$ cat src/rtl/sys_ctrl_pkg.sv
// Shared opcodes, operand addresses and FSM state encoding
// for the system command sequencer.
package sys_ctrl_pkg;

   localparam logic [7:0] CMD_RF_WR   = 8'hAA;
   localparam logic [7:0] CMD_RF_RD   = 8'hBB;
   localparam logic [7:0] CMD_ALU_OP  = 8'hCC;
   localparam logic [7:0] CMD_ALU_NOP = 8'hDD;

   localparam int unsigned OPA_ADDR = 0;
   localparam int unsigned OPB_ADDR = 1;

   typedef enum logic [3:0] {
      ST_IDLE,
      ST_WR_ADDR,
      ST_WR_DATA,
      ST_RD_ADDR,
      ST_RD_WAIT,
      ST_OP_A,
      ST_OP_B,
      ST_ALU_FUNC,
      ST_ALU_WAIT,
      ST_TX_LO,
      ST_TX_HI
   } ctrl_state_e;

endpackage

$ cat src/rtl/sys_ctrl_tx_stage.sv
// TX FIFO push stage: registers one byte per accepted request and
// stalls the requester while the FIFO reports full.
module sys_ctrl_tx_stage #(
   parameter int DATA_WIDTH = 8
) (
   input  logic                  i_clk,
   input  logic                  i_rst_n,
   input  logic                  i_push,
   input  logic [DATA_WIDTH-1:0] i_data,
   input  logic                  i_full,
   output logic                  o_accept,
   output logic [DATA_WIDTH-1:0] o_tx_data,
   output logic                  o_tx_vld
);

   logic [DATA_WIDTH-1:0] r_data;
   logic                  r_vld;
   logic                  w_accept;

   assign w_accept  = i_push & ~i_full;
   assign o_accept  = w_accept;
   assign o_tx_data = r_data;
   assign o_tx_vld  = r_vld;

   always_ff @(posedge i_clk) begin
      if (!i_rst_n) begin
         r_data <= '0;
         r_vld  <= 1'b0;
      end else begin
         r_vld <= w_accept;
         if (w_accept)
            r_data <= i_data;
      end
   end

endmodule

$ cat src/rtl/sys_cmd_ctrl.sv
// Byte-serial command sequencer for RF / ALU / TX FIFO.
// Optional inter-byte timeout abort: define CMD_TIMEOUT_EN.
module sys_cmd_ctrl
   import sys_ctrl_pkg::*;
#(
   parameter int DATA_WIDTH     = 8,
   parameter int ADDR_WIDTH     = 4,
   parameter int FUN_WIDTH      = 4,
   parameter int TIMEOUT_CYCLES = 2048
) (
   input  logic                    REF_CLK,
   input  logic                    RST_N,
   input  logic [DATA_WIDTH-1:0]   RX_P_DATA,
   input  logic                    RX_D_VLD,
   input  logic [DATA_WIDTH-1:0]   RF_RD_DATA,
   input  logic                    RF_RD_DATA_VLD,
   input  logic [2*DATA_WIDTH-1:0] ALU_OUT,
   input  logic                    ALU_OUT_VLD,
   input  logic                    FIFO_FULL,
   output logic [ADDR_WIDTH-1:0]   RF_ADDR,
   output logic                    RF_WR_EN,
   output logic                    RF_RD_EN,
   output logic [DATA_WIDTH-1:0]   RF_WR_DATA,
   output logic [FUN_WIDTH-1:0]    ALU_FUN,
   output logic                    ALU_EN,
   output logic                    CLK_GATE_EN,
   output logic [DATA_WIDTH-1:0]   TX_P_DATA,
   output logic                    TX_D_VLD,
   output logic                    CMD_ABORT
);

   ctrl_state_e r_state;

   logic [ADDR_WIDTH-1:0] r_addr;
   logic                  r_wr_en;
   logic                  r_rd_en;
   logic [DATA_WIDTH-1:0] r_wr_data;
   logic [FUN_WIDTH-1:0]  r_fun;
   logic                  r_alu_en;
   logic                  r_gate_en;
   logic                  r_abort;
   logic [DATA_WIDTH-1:0] r_tx_lo;
   logic [DATA_WIDTH-1:0] r_tx_hi;

   logic                  w_push;
   logic [DATA_WIDTH-1:0] w_push_data;
   logic                  w_accept;
   logic                  w_timeout;

   assign RF_ADDR     = r_addr;
   assign RF_WR_EN    = r_wr_en;
   assign RF_RD_EN    = r_rd_en;
   assign RF_WR_DATA  = r_wr_data;
   assign ALU_FUN     = r_fun;
   assign ALU_EN      = r_alu_en;
   assign CLK_GATE_EN = r_gate_en;
   assign CMD_ABORT   = r_abort;

`ifdef CMD_TIMEOUT_EN
   localparam int TMO_W = $clog2(TIMEOUT_CYCLES + 1);

   logic [TMO_W-1:0] r_tmo_cnt;
   logic             w_timed;

   assign w_timed = (r_state == ST_WR_ADDR)  ||
                    (r_state == ST_WR_DATA)  ||
                    (r_state == ST_RD_ADDR)  ||
                    (r_state == ST_OP_A)     ||
                    (r_state == ST_OP_B)     ||
                    (r_state == ST_ALU_FUNC);

   assign w_timeout = w_timed && !RX_D_VLD &&
                      (r_tmo_cnt == TMO_W'(TIMEOUT_CYCLES - 1));

   always_ff @(posedge REF_CLK) begin
      if (!RST_N)
         r_tmo_cnt <= '0;
      else if (RX_D_VLD || !w_timed || w_timeout)
         r_tmo_cnt <= '0;
      else
         r_tmo_cnt <= r_tmo_cnt + 1'b1;
   end
`else
   assign w_timeout = 1'b0;
`endif

   // Responses are pushed in the same edge that sees the data, so the
   // first byte reaches the FIFO one cycle after its valid pulse.
   always_comb begin
      w_push      = 1'b0;
      w_push_data = '0;
      case (r_state)
         ST_RD_WAIT: begin
            w_push      = RF_RD_DATA_VLD;
            w_push_data = RF_RD_DATA;
         end
         ST_ALU_WAIT: begin
            w_push      = ALU_OUT_VLD;
            w_push_data = ALU_OUT[DATA_WIDTH-1:0];
         end
         ST_TX_LO: begin
            w_push      = 1'b1;
            w_push_data = r_tx_lo;
         end
         ST_TX_HI: begin
            w_push      = 1'b1;
            w_push_data = r_tx_hi;
         end
         default: ;
      endcase
   end

   sys_ctrl_tx_stage #(
      .DATA_WIDTH(DATA_WIDTH)
   ) u_tx_stage (
      .i_clk    (REF_CLK),
      .i_rst_n  (RST_N),
      .i_push   (w_push),
      .i_data   (w_push_data),
      .i_full   (FIFO_FULL),
      .o_accept (w_accept),
      .o_tx_data(TX_P_DATA),
      .o_tx_vld (TX_D_VLD)
   );

   always_ff @(posedge REF_CLK) begin
      if (!RST_N) begin
         r_state   <= ST_IDLE;
         r_addr    <= '0;
         r_wr_en   <= 1'b0;
         r_rd_en   <= 1'b0;
         r_wr_data <= '0;
         r_fun     <= '0;
         r_alu_en  <= 1'b0;
         r_gate_en <= 1'b0;
         r_abort   <= 1'b0;
         r_tx_lo   <= '0;
         r_tx_hi   <= '0;
      end else begin
         r_wr_en <= 1'b0;
         r_rd_en <= 1'b0;
         r_abort <= 1'b0;
         if (w_timeout) begin
            r_state <= ST_IDLE;
            r_abort <= 1'b1;
         end else begin
            case (r_state)
               ST_IDLE: begin
                  if (RX_D_VLD) begin
                     case (RX_P_DATA)
                        DATA_WIDTH'(CMD_RF_WR):   r_state <= ST_WR_ADDR;
                        DATA_WIDTH'(CMD_RF_RD):   r_state <= ST_RD_ADDR;
                        DATA_WIDTH'(CMD_ALU_OP):  r_state <= ST_OP_A;
                        DATA_WIDTH'(CMD_ALU_NOP): r_state <= ST_ALU_FUNC;
                        default: ;
                     endcase
                  end
               end
               ST_WR_ADDR: begin
                  if (RX_D_VLD) begin
                     r_addr  <= RX_P_DATA[ADDR_WIDTH-1:0];
                     r_state <= ST_WR_DATA;
                  end
               end
               ST_WR_DATA: begin
                  if (RX_D_VLD) begin
                     r_wr_en   <= 1'b1;
                     r_wr_data <= RX_P_DATA;
                     r_state   <= ST_IDLE;
                  end
               end
               ST_RD_ADDR: begin
                  if (RX_D_VLD) begin
                     r_addr  <= RX_P_DATA[ADDR_WIDTH-1:0];
                     r_rd_en <= 1'b1;
                     r_state <= ST_RD_WAIT;
                  end
               end
               ST_RD_WAIT: begin
                  if (RF_RD_DATA_VLD) begin
                     r_tx_hi <= RF_RD_DATA;
                     r_state <= w_accept ? ST_IDLE : ST_TX_HI;
                  end
               end
               ST_OP_A: begin
                  if (RX_D_VLD) begin
                     r_addr    <= ADDR_WIDTH'(OPA_ADDR);
                     r_wr_en   <= 1'b1;
                     r_wr_data <= RX_P_DATA;
                     r_state   <= ST_OP_B;
                  end
               end
               ST_OP_B: begin
                  if (RX_D_VLD) begin
                     r_addr    <= ADDR_WIDTH'(OPB_ADDR);
                     r_wr_en   <= 1'b1;
                     r_wr_data <= RX_P_DATA;
                     r_state   <= ST_ALU_FUNC;
                  end
               end
               ST_ALU_FUNC: begin
                  if (RX_D_VLD) begin
                     r_fun     <= RX_P_DATA[FUN_WIDTH-1:0];
                     r_alu_en  <= 1'b1;
                     r_gate_en <= 1'b1;
                     r_state   <= ST_ALU_WAIT;
                  end
               end
               ST_ALU_WAIT: begin
                  if (ALU_OUT_VLD) begin
                     r_alu_en  <= 1'b0;
                     r_gate_en <= 1'b0;
                     r_tx_lo   <= ALU_OUT[DATA_WIDTH-1:0];
                     r_tx_hi   <= ALU_OUT[2*DATA_WIDTH-1:DATA_WIDTH];
                     r_state   <= w_accept ? ST_TX_HI : ST_TX_LO;
                  end
               end
               ST_TX_LO: begin
                  if (w_accept)
                     r_state <= ST_TX_HI;
               end
               ST_TX_HI: begin
                  if (w_accept)
                     r_state <= ST_IDLE;
               end
               default: r_state <= ST_IDLE;
            endcase
         end
      end
   end

endmodule

$ cat config.mk
export PLATFORM = sky130hd
export DESIGN_NAME = sys_cmd_ctrl
export DESIGN_NICKNAME = d
export VERILOG_FILES = /design/src/rtl/sys_ctrl_pkg.sv /design/src/rtl/sys_ctrl_tx_stage.sv /design/src/rtl/sys_cmd_ctrl.sv
export SDC_FILE = /design/constraint.sdc
export NUM_CORES = 1
export LEC_CHECK = 0
export ABC_AREA = 1
export BUFFER_PORTS_ARGS = -buffer_cell sky130_fd_sc_hd__buf_2
export CORE_UTILIZATION = 52
export DETAILED_ROUTE_END_ITERATION = 6
export PLACE_DENSITY = 0.86
export SYNTH_ARGS = -nofsm -noshare
export SYNTH_HDL_FRONTEND = slang
export SYNTH_HIERARCHICAL = 1
export SYNTH_SLANG_ARGS = --single-unit
export TNS_END_PERCENT = 50
$ cat constraint.sdc
create_clock -name REF_CLK -period 2.35 [get_ports REF_CLK]
set_input_delay 0.1175 -clock REF_CLK [delete_from_list [all_inputs] [get_ports REF_CLK]]
set_output_delay 0.1175 -clock REF_CLK [all_outputs]
set_load 0.02 [all_outputs]
==> flow_summary_export.csv, run 1 <==
group,metric,value,unit
status,run_status,"finished, final reports clean",
logic_synthesis,ys_types,33,
logic_synthesis,synthTopCellsByArea,"dfxtp_1, nand2_1, nor2_1",
route,vias_per_cell,5.22,
min_path,hold_depth,3,
route,wl,5910,um
critical_path,r2r_start,"r_state[3]",
place,placed_area,2780,um2
floorplanning,die_area,4960,um2
logic_synthesis,yosys_warnings,6,
pwr,power_density,498,nW/um2
logic_synthesis,synth_seq_area_share,39.5,%
pwr,p_switching,0.342,mW
logic_synthesis,synth_edf_count,0,
sta,rsz0062_at_grt,"false",
layout,areaGrowthSynthToFinish,18.1,%
logic_synthesis,synth_ff_type,"dfxtp_1",
global_routing,track_usage,25.2,%
job,maxCapViolations,0,
global_routing,grt_pass1_wl,9920,um
place,hpwl,4440,um
clocking,ctsResizeCount,0,
pwr,p_comb_share,7.5,%
clocking,cts_tree,"built",
logic_synthesis,synth_area,2430,um2
min_path,worstHoldEndpoint,"r_tx_hi[5]",
logic_synthesis,synth.top_cell.area_share,39.5,%
logic_synthesis,yosysMostFrequentCell,"nand2_1",
sta,holdWs,0.0884,ns
route,drc_errors,0,
global_routing,grt_antenna_before_repair,0,
sta,setup_viol_count_final,0,
place,port_buffers,66,
critical_path,crit_type,"flop to flop",
critical_path,startpoint_type,"flop",
clocking,cts_hold_buf,0,
clocking,htreeDepth,2,
route,wl_per_cell,12.6,um
global_routing,grt_max_degree,26,
layout,fill_cells,416,
critical_path,critPathArrivalTime,2.30,ns
logic_synthesis,synth_seq_cells,48,
pwr,vdd_drop_max,0.330,mV
route,ant_nets,0,
route,dr.pass1.iters,4,
critical_path,slowest_delay,0.43,ns
logic_synthesis,async_flop_share,0,%
clocking,cts.clk_slew.worst_paths,0.09,ns
pwr,internal_power,1.09,mW
min_path,hp-class,"primary input to flop",
clocking,postCtsSetupBuffers,0,
critical_path,r2r_slack,0.29,ns
logic_synthesis,avgSynthCellArea,6.91,um2
logic_synthesis,synth_fp_nets,390,
critical_path,r2r_end,"r_state[0]",
floorplanning,row_count,24,
sta,layout_setup_ws,0.291,ns
floorplanning,die_x,70.4,um
place,preCtsSetupSlack,0.338,ns
critical_path,critPathMaxFanout,11,
critical_path,critical_path.slowest_cell,"dfxtp_1",
critical_path,critPathTopFamily,"simple AND/OR/NAND/NOR gates",
clocking,clock-root-buffer,"clkbuf_8",
clocking,clk_latency,0.31,ns
sta,slew_violations,0,
layout,insertedDiodeCount,0,
critical_path,crit_chain,"inv_2 > nor2_4 > nand2_2 > clkinv_2 > nand2_4 > nand4_1 > inv_2 > nor2_8 > inv_1 > nand2_1 > nand2_1 > nor2_4 > nand3_1 > a21oi_1",
sta,finalCritPeriodShare,87.6,%
floorplanning,start_util,55.1,%
global_routing,grt_pass1_vias,2214,
sta,fin_tns_setup,0,ns
critical_path,crit_buf_inv,4,
route,detailedRoute.firstIterationViolations,191,
global_routing,overflow,0,
route,vias,2453,
pwr,clockPowerShare,35.5,%
clocking,clk_path_buf_depth,2,
layout,fin_area,2880,um2
critical_path,cp.required,2.59,ns
clocking,cts_made_buffers,5,
pwr,swShare,23.9,%
sta,min_period,2.06,ns
pwr,p_leak,1.32,nW
place,finalWeightedCongestion,0.926,
floorplanning,die_y,70.4,um
layout,drive_gt1_share,25.4,%
pwr,seqPwrFrac,57.0,%
min_path,min-delay-start,"ALU_OUT[13]",
sta,fmax,486,MHz
sta,hold_viol,0,
clocking,clkSinkCount,48,
floorplanning,io_pins,68,
layout,nets,455,
floorplanning,coreArea,4410,um2
critical_path,rr_worst_depth,14,
sta,skew,0.00529,ns
critical_path,end_kind,"flop",
logic_synthesis,yosys-top-cells-count,"nand2_1, nor2_1, dfxtp_1",
logic_synthesis,syn_inst,352,
logic_synthesis,yosysTopAreaCell,"dfxtp_1",
==> cell usage in the layout, fill, tap and decap left out, types with 2 or more instances in the layout <==
cell type,n
nand2_1,97
buf_2,66
nor2_1,50
dfxtp_1,48
o21ai_0,26
inv_1,25
nand3_1,23
a21oi_1,20
o2111ai_1,8
a31oi_1,6
clkbuf_8,6
inv_2,5
nand2_2,5
buf_4,5
clkinv_2,4
nand2_4,3
nor3_1,3
nor2_4,2
nor2_8,2
o21ai_2,2
a31oi_2,2
==> power by group through the flow <==
stage	Combinational [mW]	Clock [mW]	Sequential, mW
6_report	0.108	0.508	0.815
5_1_grt	0.119	0.548	0.815
4_1_cts	0.106	0.517	0.815
3_5_place_dp	0.106	0	0.834
3_3_place_gp	0.105	0	0.834
2_1_floorplan	0.0519	0	0.835
==> layer usage <==
layer	global-route usage (%)	vias to the layer above	share of wire, %
met3	4.76	10	7.7
li1	-	1273	-
met2	39.9	95	45
met1	34.0	1075	46
met5	0	-	0
met4	9.33	0	1.6
==> logic make-up (layout without fill, tap and decap cells) <==
logic type / count (synthesis) / after routing / synth area share [%]
other cells: 1 / 1 / 0.154
compound gates: 65 / 65 / 16.3
simple gates: 191 / 191 / 35.1
xor+xnor: 1 / 1 / 0.360
flops: 48 / 48 / 39.5
buf+inv: 46 / 112 / 8.64
==> cell type report <==
class | count | area [um2] | share of cell area (%)
Clock buffer | 6 | 82.6 | 2.87
Clock inverter | 2 | 10.0 | 0.348
Inverter | 33 | 126 | 4.40
Multi-Input combinational cell | 258 | 1260 | 43.9
Sequential cell | 48 | 961 | 33.4
Tap cell | 52 | 65.1 | 2.26
Timing Repair Buffer | 71 | 368 | 12.8
==> tightest hold or removal path: stages <==
cell,delay (ns)
buf_2,0.09
nand2_1,0.06
a31oi_1,0.08
==> sequential cells by signal, indices dropped and copies added (netlist names) <==
register and count:
r_tx_lo 8, r_state 4, u_tx_stage/o_tx_data 8, ALU_FUN 4, u_tx_stage/o_tx_vld 1, RF_WR_EN 1
r_tx_hi 8, RF_WR_DATA 8, RF_ADDR 4, CLK_GATE_EN 1, RF_RD_EN 1
==> stage by stage <==
step	utilization [%]	std cells	total power [mW]
after floorplan	-	352	0.887
after global placement	63.0	462	0.939
after detailed placement	63.0	462	0.940
after CTS	65.1	470	1.44
after global routing	65.1	470	1.48
final	65.1	470	1.43
==> worst max-delay path by stage <==
stage / startpoint / endpoint / depth (start not counted) / slack, ns
global route: r_state[3] / r_state[3] / 14 / 0.08
detailed placement: r_state[3] / r_state[0] / 14 / 0.34
CTS: r_state[3] / r_state[0] / 14 / 0.31
floorplan: r_state[3] / r_state[2] / 17 / 0.32
global placement: r_state[2] / r_state[1] / 13 / 0.41
finish: r_state[3] / r_state[0] / 14 / 0.29
Power figures use the tool's default switching activity.
==> run 2: changes to the inputs <==
--- a/config.mk
+++ b/config.mk
@@ -7,9 +7,10 @@
 export LEC_CHECK = 0
 export ABC_AREA = 1
 export BUFFER_PORTS_ARGS = -buffer_cell sky130_fd_sc_hd__buf_2
+export CORE_MARGIN = 5
 export CORE_UTILIZATION = 52
 export DETAILED_ROUTE_END_ITERATION = 6
-export PLACE_DENSITY = 0.86
+export PLACE_DENSITY = 0.8
 export SYNTH_ARGS = -nofsm -noshare
 export SYNTH_HDL_FRONTEND = slang
 export SYNTH_HIERARCHICAL = 1
==> run 2 against run 1 <==
Compared with the run above:
- critical path depth decreased by 1
- die area grew 24%
- routed wire length grew 1.5%
- cell area stayed put
- flip-flop and latch count did not move
- setup slack lost 0.071 ns
- total power rose by 0.40%
- sequential share of layout area about the same
- non-clock buffer count is 1 lower
- register-to-register slack worse by 0.07 ns
- cell count fell by 0.21%
- critical path type unchanged
==> flow_summary_export.csv, run 2 (same netlist as run 1, synthesis figures left out) <==
group,metric,value,unit
status,run_status,"finished, final reports clean",
layout,fill_cells,410,
clocking,cts_tree,"built",
global_routing,grt_pass1_wl,10100,um
global_routing,overflow,0,
critical_path,critPathArrivalTime,2.36,ns
clocking,clk_latency,0.30,ns
sta,hold_viol,0,
floorplanning,start_util,54.8,%
critical_path,end_kind,"flop",
global_routing,grt_pass1_vias,2284,
route,wl_per_cell,12.8,um
sta,min_period,2.13,ns
place,port_buffers,66,
critical_path,crit_type,"flop to flop",
pwr,finalPower,1.44,mW
clocking,cts_hold_buf,0,
clocking,cts.clk_slew.worst_paths,0.08,ns
route,dr_wl_met3,426,um
place,finalWeightedCongestion,0.943,
floorplanning,die_area,6150,um2
layout,layout_commonest_cell,"nand2_1",
route,routed.top_layer,"met4",
clocking,postCtsSetupBuffers,0,
floorplanning,io_pins,68,
floorplanning,die_y,78.4,um
route,dr.pass1.iters,4,
route,wl_met2,2650,um
floorplanning,die_x,78.4,um
route,wl_met1,2810,um
route,vias,2395,
layout,drive_gt1_share,25.2,%
critical_path,slowest_delay,0.34,ns
floorplanning,row_count,24,
job,maxCapViolations,0,
sta,rsz0062_at_grt,"false",
clocking,ctsResizeCount,0,
layout,nets,454,
pwr,power_density,500,nW/um2
clocking,clock-root-buffer,"clkbuf_8",
critical_path,critPathMaxFanout,19,
clocking,htreeDepth,2,
sta,fmax,469,MHz
critical_path,startpoint_type,"flop",
floorplanning,coreArea,4440,um2
pwr,p_leak,1.31,nW
sta,fin_tns_setup,0,ns
critical_path,crit_buf_inv,3,
sta,finalCritPeriodShare,90.7,%
layout,insertedDiodeCount,0,
clocking,clkSinkCount,48,
layout,finish.utilization,64.7,%
min_path,hp-class,"primary input to flop",
layout,areaGrowthSynthToFinish,18.1,%
global_routing,track_usage,20.4,%
critical_path,critical_path.slowest_cell,"dfxtp_1",
clocking,cts_made_buffers,5,
clocking,clk_path_buf_depth,2,
place,hpwl,4650,um
critical_path,cp.required,2.58,ns
global_routing,grt_max_degree,38,
route,wl,6000,um
route,ant_nets,0,
sta,slew_violations,0,
route,vias_per_cell,5.11,
critical_path,critPathTopFamily,"simple AND/OR/NAND/NOR gates",
critical_path,crit_chain,"nor2_1 > nand2_4 > clkinv_2 > nand2_4 > nand4_1 > inv_2 > nor2_8 > inv_1 > nand2_1 > nand2_1 > nor2_4 > nand3_1 > a21oi_1",
route,drc_errors,0,
route,detailedRoute.firstIterationViolations,178,
sta,holdWs,0.0776,ns
sta,skew,0.00438,ns
layout,final_cell_mix,"nand2_1, buf_2, nor2_1",
sta,setup_viol_count_final,0,
pwr,vdd_drop_max,0.286,mV
global_routing,grt_antenna_before_repair,0,
run 2: power breakdown:
group | internal, mW | leakage [nW] | switching (mW)
registers | 0.814 | 0.387 | 0.000885
clock network | 0.239 | 0.0445 | 0.275
logic | 0.0400 | 0.882 | 0.0670
total | 1.09 | 1.31 | 0.343
run 2: worst reg2reg max path, delay by kind of cell (launching register included):
kind	cells	cell delay, ns
DFF	1	0.34
AOI/OAI and AO/OA	1	0.16
buffers and inverters	3	0.25
and+or+nand+nor	9	1.29
run 2: per-stage QoR:
| step | cell area, um2 | instances | worst slack [ns] |
|---|---|---|---|
| after CTS | 2870 | 469 | 0.199 |
| after floorplan | 2430 | 352 | 0.319 |
| final | 2880 | 469 | 0.219 |
| after detailed placement | 2780 | 461 | 0.217 |
| after global placement | 2780 | 461 | 0.282 |
| after global routing | 2880 | 469 | 0.0132 |
run 2: area by class of cell:
cell class | count | area [um2] | area share [%]
clock buffers | 7 | 86.3 | 3.00
repair buffers | 70 | 360 | 12.5
inverters | 33 | 126 | 4.40
flip-flops and latches | 48 | 962 | 33.5
multi-input cells | 258 | 1270 | 44.1
well taps | 52 | 65.1 | 2.26
clock inverters | 1 | 7.51 | 0.261
run 2: per-layer routing:
| layer | global-route usage (%) | up-vias |
|---|---|---|
| met4 | 7.34 | 0 |
| li1 | - | 1266 |
| met5 | 0 | - |
| met2 | 33.0 | 73 |
| met3 | 4.69 | 13 |
| met1 | 26.8 | 1043 |
run 2: path summary, 6_finish.rpt:
kind	startpoint	to	slack (ns)	cells after the start
worst max register to register	r_state[0]	r_state[1]	0.22	13
worst min register to register	r_tx_lo[1]	r_tx_lo[1]	0.46	2
worst min-delay path	ALU_OUT[11]	r_tx_hi[3]	0.08	3
worst max-delay path	r_state[0]	r_state[1]	0.22	13
==> run 3: changes to the inputs <==
--- a/config.mk
+++ b/config.mk
@@ -6,13 +6,12 @@
 export NUM_CORES = 1
 export LEC_CHECK = 0
 export ABC_AREA = 1
-export BUFFER_PORTS_ARGS = -buffer_cell sky130_fd_sc_hd__buf_2
+export BUFFER_PORTS_ARGS = -buffer_cell sky130_fd_sc_hd__buf_4
 export CORE_MARGIN = 5
 export CORE_UTILIZATION = 52
 export DETAILED_ROUTE_END_ITERATION = 6
 export PLACE_DENSITY = 0.8
 export SYNTH_ARGS = -nofsm -noshare
 export SYNTH_HDL_FRONTEND = slang
-export SYNTH_HIERARCHICAL = 1
 export SYNTH_SLANG_ARGS = --single-unit
 export TNS_END_PERCENT = 50
==> run 3 against run 2 <==
Compared with the run above:
- sequential power hardly changed
- clock skew is 0.0073 ns higher
- routed wire length is 4.7% higher
- total power is 2.0% higher
- worst hold slack worse by 0.039 ns
- die area is 1.9% lower
- largest power group unchanged
==> flow_summary_export.csv, run 3 <==
group,metric,value,unit
status,run_status,"finished, final reports clean",
clocking,cts_hold_buf,0,
logic_synthesis,yosysTopAreaCell,"dfxtp_1",
route,drc_errors,0,
sta,slew_violations,0,
layout,final_cell_mix,"nand2_1, buf_4, dfxtp_1",
sta,fmax,535,MHz
place,port_buffers,66,
logic_synthesis,yosysMostFrequentCell,"nand2_1",
logic_synthesis,ys_types,30,
pwr,p_leak,1.38,nW
critical_path,crit_type,"flop to flop",
floorplanning,die_y,77.7,um
place,placed_area,2860,um2
clocking,clk_latency,0.31,ns
global_routing,overflow,0,
logic_synthesis,yosys-top-cells-count,"nand2_1, dfxtp_1, a21oi_1, nor2_1, inv_1",
clocking,clk_path_buf_depth,2,
sta,slew_headroom,39.6,%
critical_path,critPathArrivalTime,2.03,ns
layout,fin_area,2960,um2
route,detailedRoute.firstIterationViolations,134,
logic_synthesis,async_flop_share,0,%
sta,tightestPinTransition,0.905,ns
sta,rsz0062_at_grt,"false",
clocking,cts_made_buffers,5,
clocking,clock-root-buffer,"clkbuf_8",
logic_synthesis,yosys_warnings,0,
sta,setup_viol_count_final,0,
layout,areaGrowthSynthToFinish,24.1,%
critical_path,cp.required,2.51,ns
sta,skew,0.0117,ns
floorplanning,die_x,77.7,um
sta,fin_tns_setup,0,ns
pwr,power_density,496,nW/um2
job,maxCapViolations,0,
logic_synthesis,synth.top_cell.area_share,40.4,%
floorplanning,die_area,6030,um2
critical_path,startpoint_type,"flop",
sta,finalCritPeriodShare,79.5,%
route,vias,2429,
place,hpwl,4740,um
global_routing,grt_pass1_wl,10800,um
clocking,cts_tree,"built",
sta,min_period,1.87,ns
global_routing,grt_max_degree,28,
layout,fill_cells,414,
global_routing,grt_antenna_before_repair,0,
clocking,postCtsSetupBuffers,0,
clocking,htreeDepth,2,
clocking,ctsResizeCount,0,
logic_synthesis,synth_edf_count,0,
min_path,hp-class,"primary input to flop",
route,vias_per_cell,5.27,
critical_path,r2r_start,"r_state[0]",
sta,hold_viol,0,
layout,instances_no_fill,461,
logic_synthesis,synth_fp_nets,386,
place,finalWeightedCongestion,0.907,
sta,holdWs,0.0382,ns
min_path,min-delay-start,"RX_P_DATA[7]",
global_routing,track_usage,21.8,%
pwr,finalPower,1.47,mW
layout,nets,446,
logic_synthesis,synth_area,2380,um2
place,dp_cells,453,
pwr,vdd_drop_max,0.346,mV
route,ant_nets,0,
critical_path,startpoint,"r_state[0]",
floorplanning,row_count,24,
logic_synthesis,synth_seq_cells,48,
route,wl_per_cell,13.6,um
layout,layout_commonest_cell,"nand2_1",
critical_path,end_kind,"flop",
logic_synthesis,syn_inst,348,
critical_path,critPathMaxFanout,15,
global_routing,grt_pass1_vias,2375,
logic_synthesis,avgSynthCellArea,6.84,um2
floorplanning,start_util,54.3,%
clocking,clkSinkCount,48,
floorplanning,io_pins,68,
route,dr.pass1.iters,5,
floorplanning,coreArea,4380,um2
logic_synthesis,synthTopCellsByArea,"dfxtp_1, nand2_1, a21oi_1",
route,wl,6280,um
logic_synthesis,synth_ff_type,"dfxtp_1",
clocking,cts.clk_slew.worst_paths,0.09,ns
layout,insertedDiodeCount,0,
layout,drive_gt1_share,24.4,%
logic_synthesis,synth_seq_area_share,40.4,%
## run 3: changes by cell type in the layout (fill, tap and decap cells not counted), sizes merged, moves of 5 or more
cell     delta
nor2       -11
a31oi       -8
o2111ai     -6
inv         +5
a21oi      +16
## run 3: per-stage QoR
step / util [%] / setup slack [ns]
2_1_floorplan: - / 0.974
3_3_place_gp: 65.2 / 0.568
3_5_place_dp: 65.2 / 0.500
5_1_grt: 67.4 / 0.261
4_1_cts: 67.4 / 0.490
6_report: 67.4 / 0.481
## run 3: power by group
part	total, mW	internal (mW)	switching (mW)
clock	0.527	0.241	0.286
sequential	0.818	0.816	0.00190
combinational	0.121	0.0569	0.0640
total	1.47	1.11	0.352
## run 3: area by class of cell
class | instances | area (um2) | share of cell area (%)
multi-input cells | 251 | 1190 | 40.4
flip-flops and latches | 48 | 961 | 32.5
repair buffers | 68 | 510 | 17.3
inverters | 34 | 128 | 4.32
clock buffers | 6 | 82.6 | 2.79
well taps | 52 | 65.1 | 2.20
clock inverters | 2 | 13.8 | 0.466
## run 3: routing by layer
layer  vias up  GRT usage, %  routed length, um
met5         -             0                  0
met3        14          6.48                471
met4         0          9.45                185
met2        82          35.8               2980
li1       1235             -                  -
met1      1098          26.3               2640
## run 3: kinds of logic (layout without fill, tap and decap cells)
group,count (synthesis),count (layout),share of synthesized area (%)
AND/OR/NAND/NOR,178,178,33.5
flip-flops,48,48,40.4
other,1,1,0.157
buffers and inverters,49,110,9.46
AO/OA/AOI/OAI,71,71,16.2
XOR/XNOR,1,1,0.368
## run 3: worst max-delay path: stages, from the launching register on
cell and delay [ns]:
dfxtp_1 0.34, inv_1 0.11, nand2_2 0.12, nor2_4 0.25, nand2_2 0.23, nand3_2 0.14
nand2_2 0.18, nand2_1 0.14, nand3_1 0.07, nand2_1 0.07, a21oi_1 0.05
## run 3: final timing paths
path	cells past startpoint	slack [ns]	endpoint
worst max-delay path	10	0.48	r_state[1]
worst max register to register	10	0.48	r_state[1]
worst min register to register	2	0.46	r_tx_hi[0]
worst min-delay path	3	0.04	RF_WR_DATA[7]
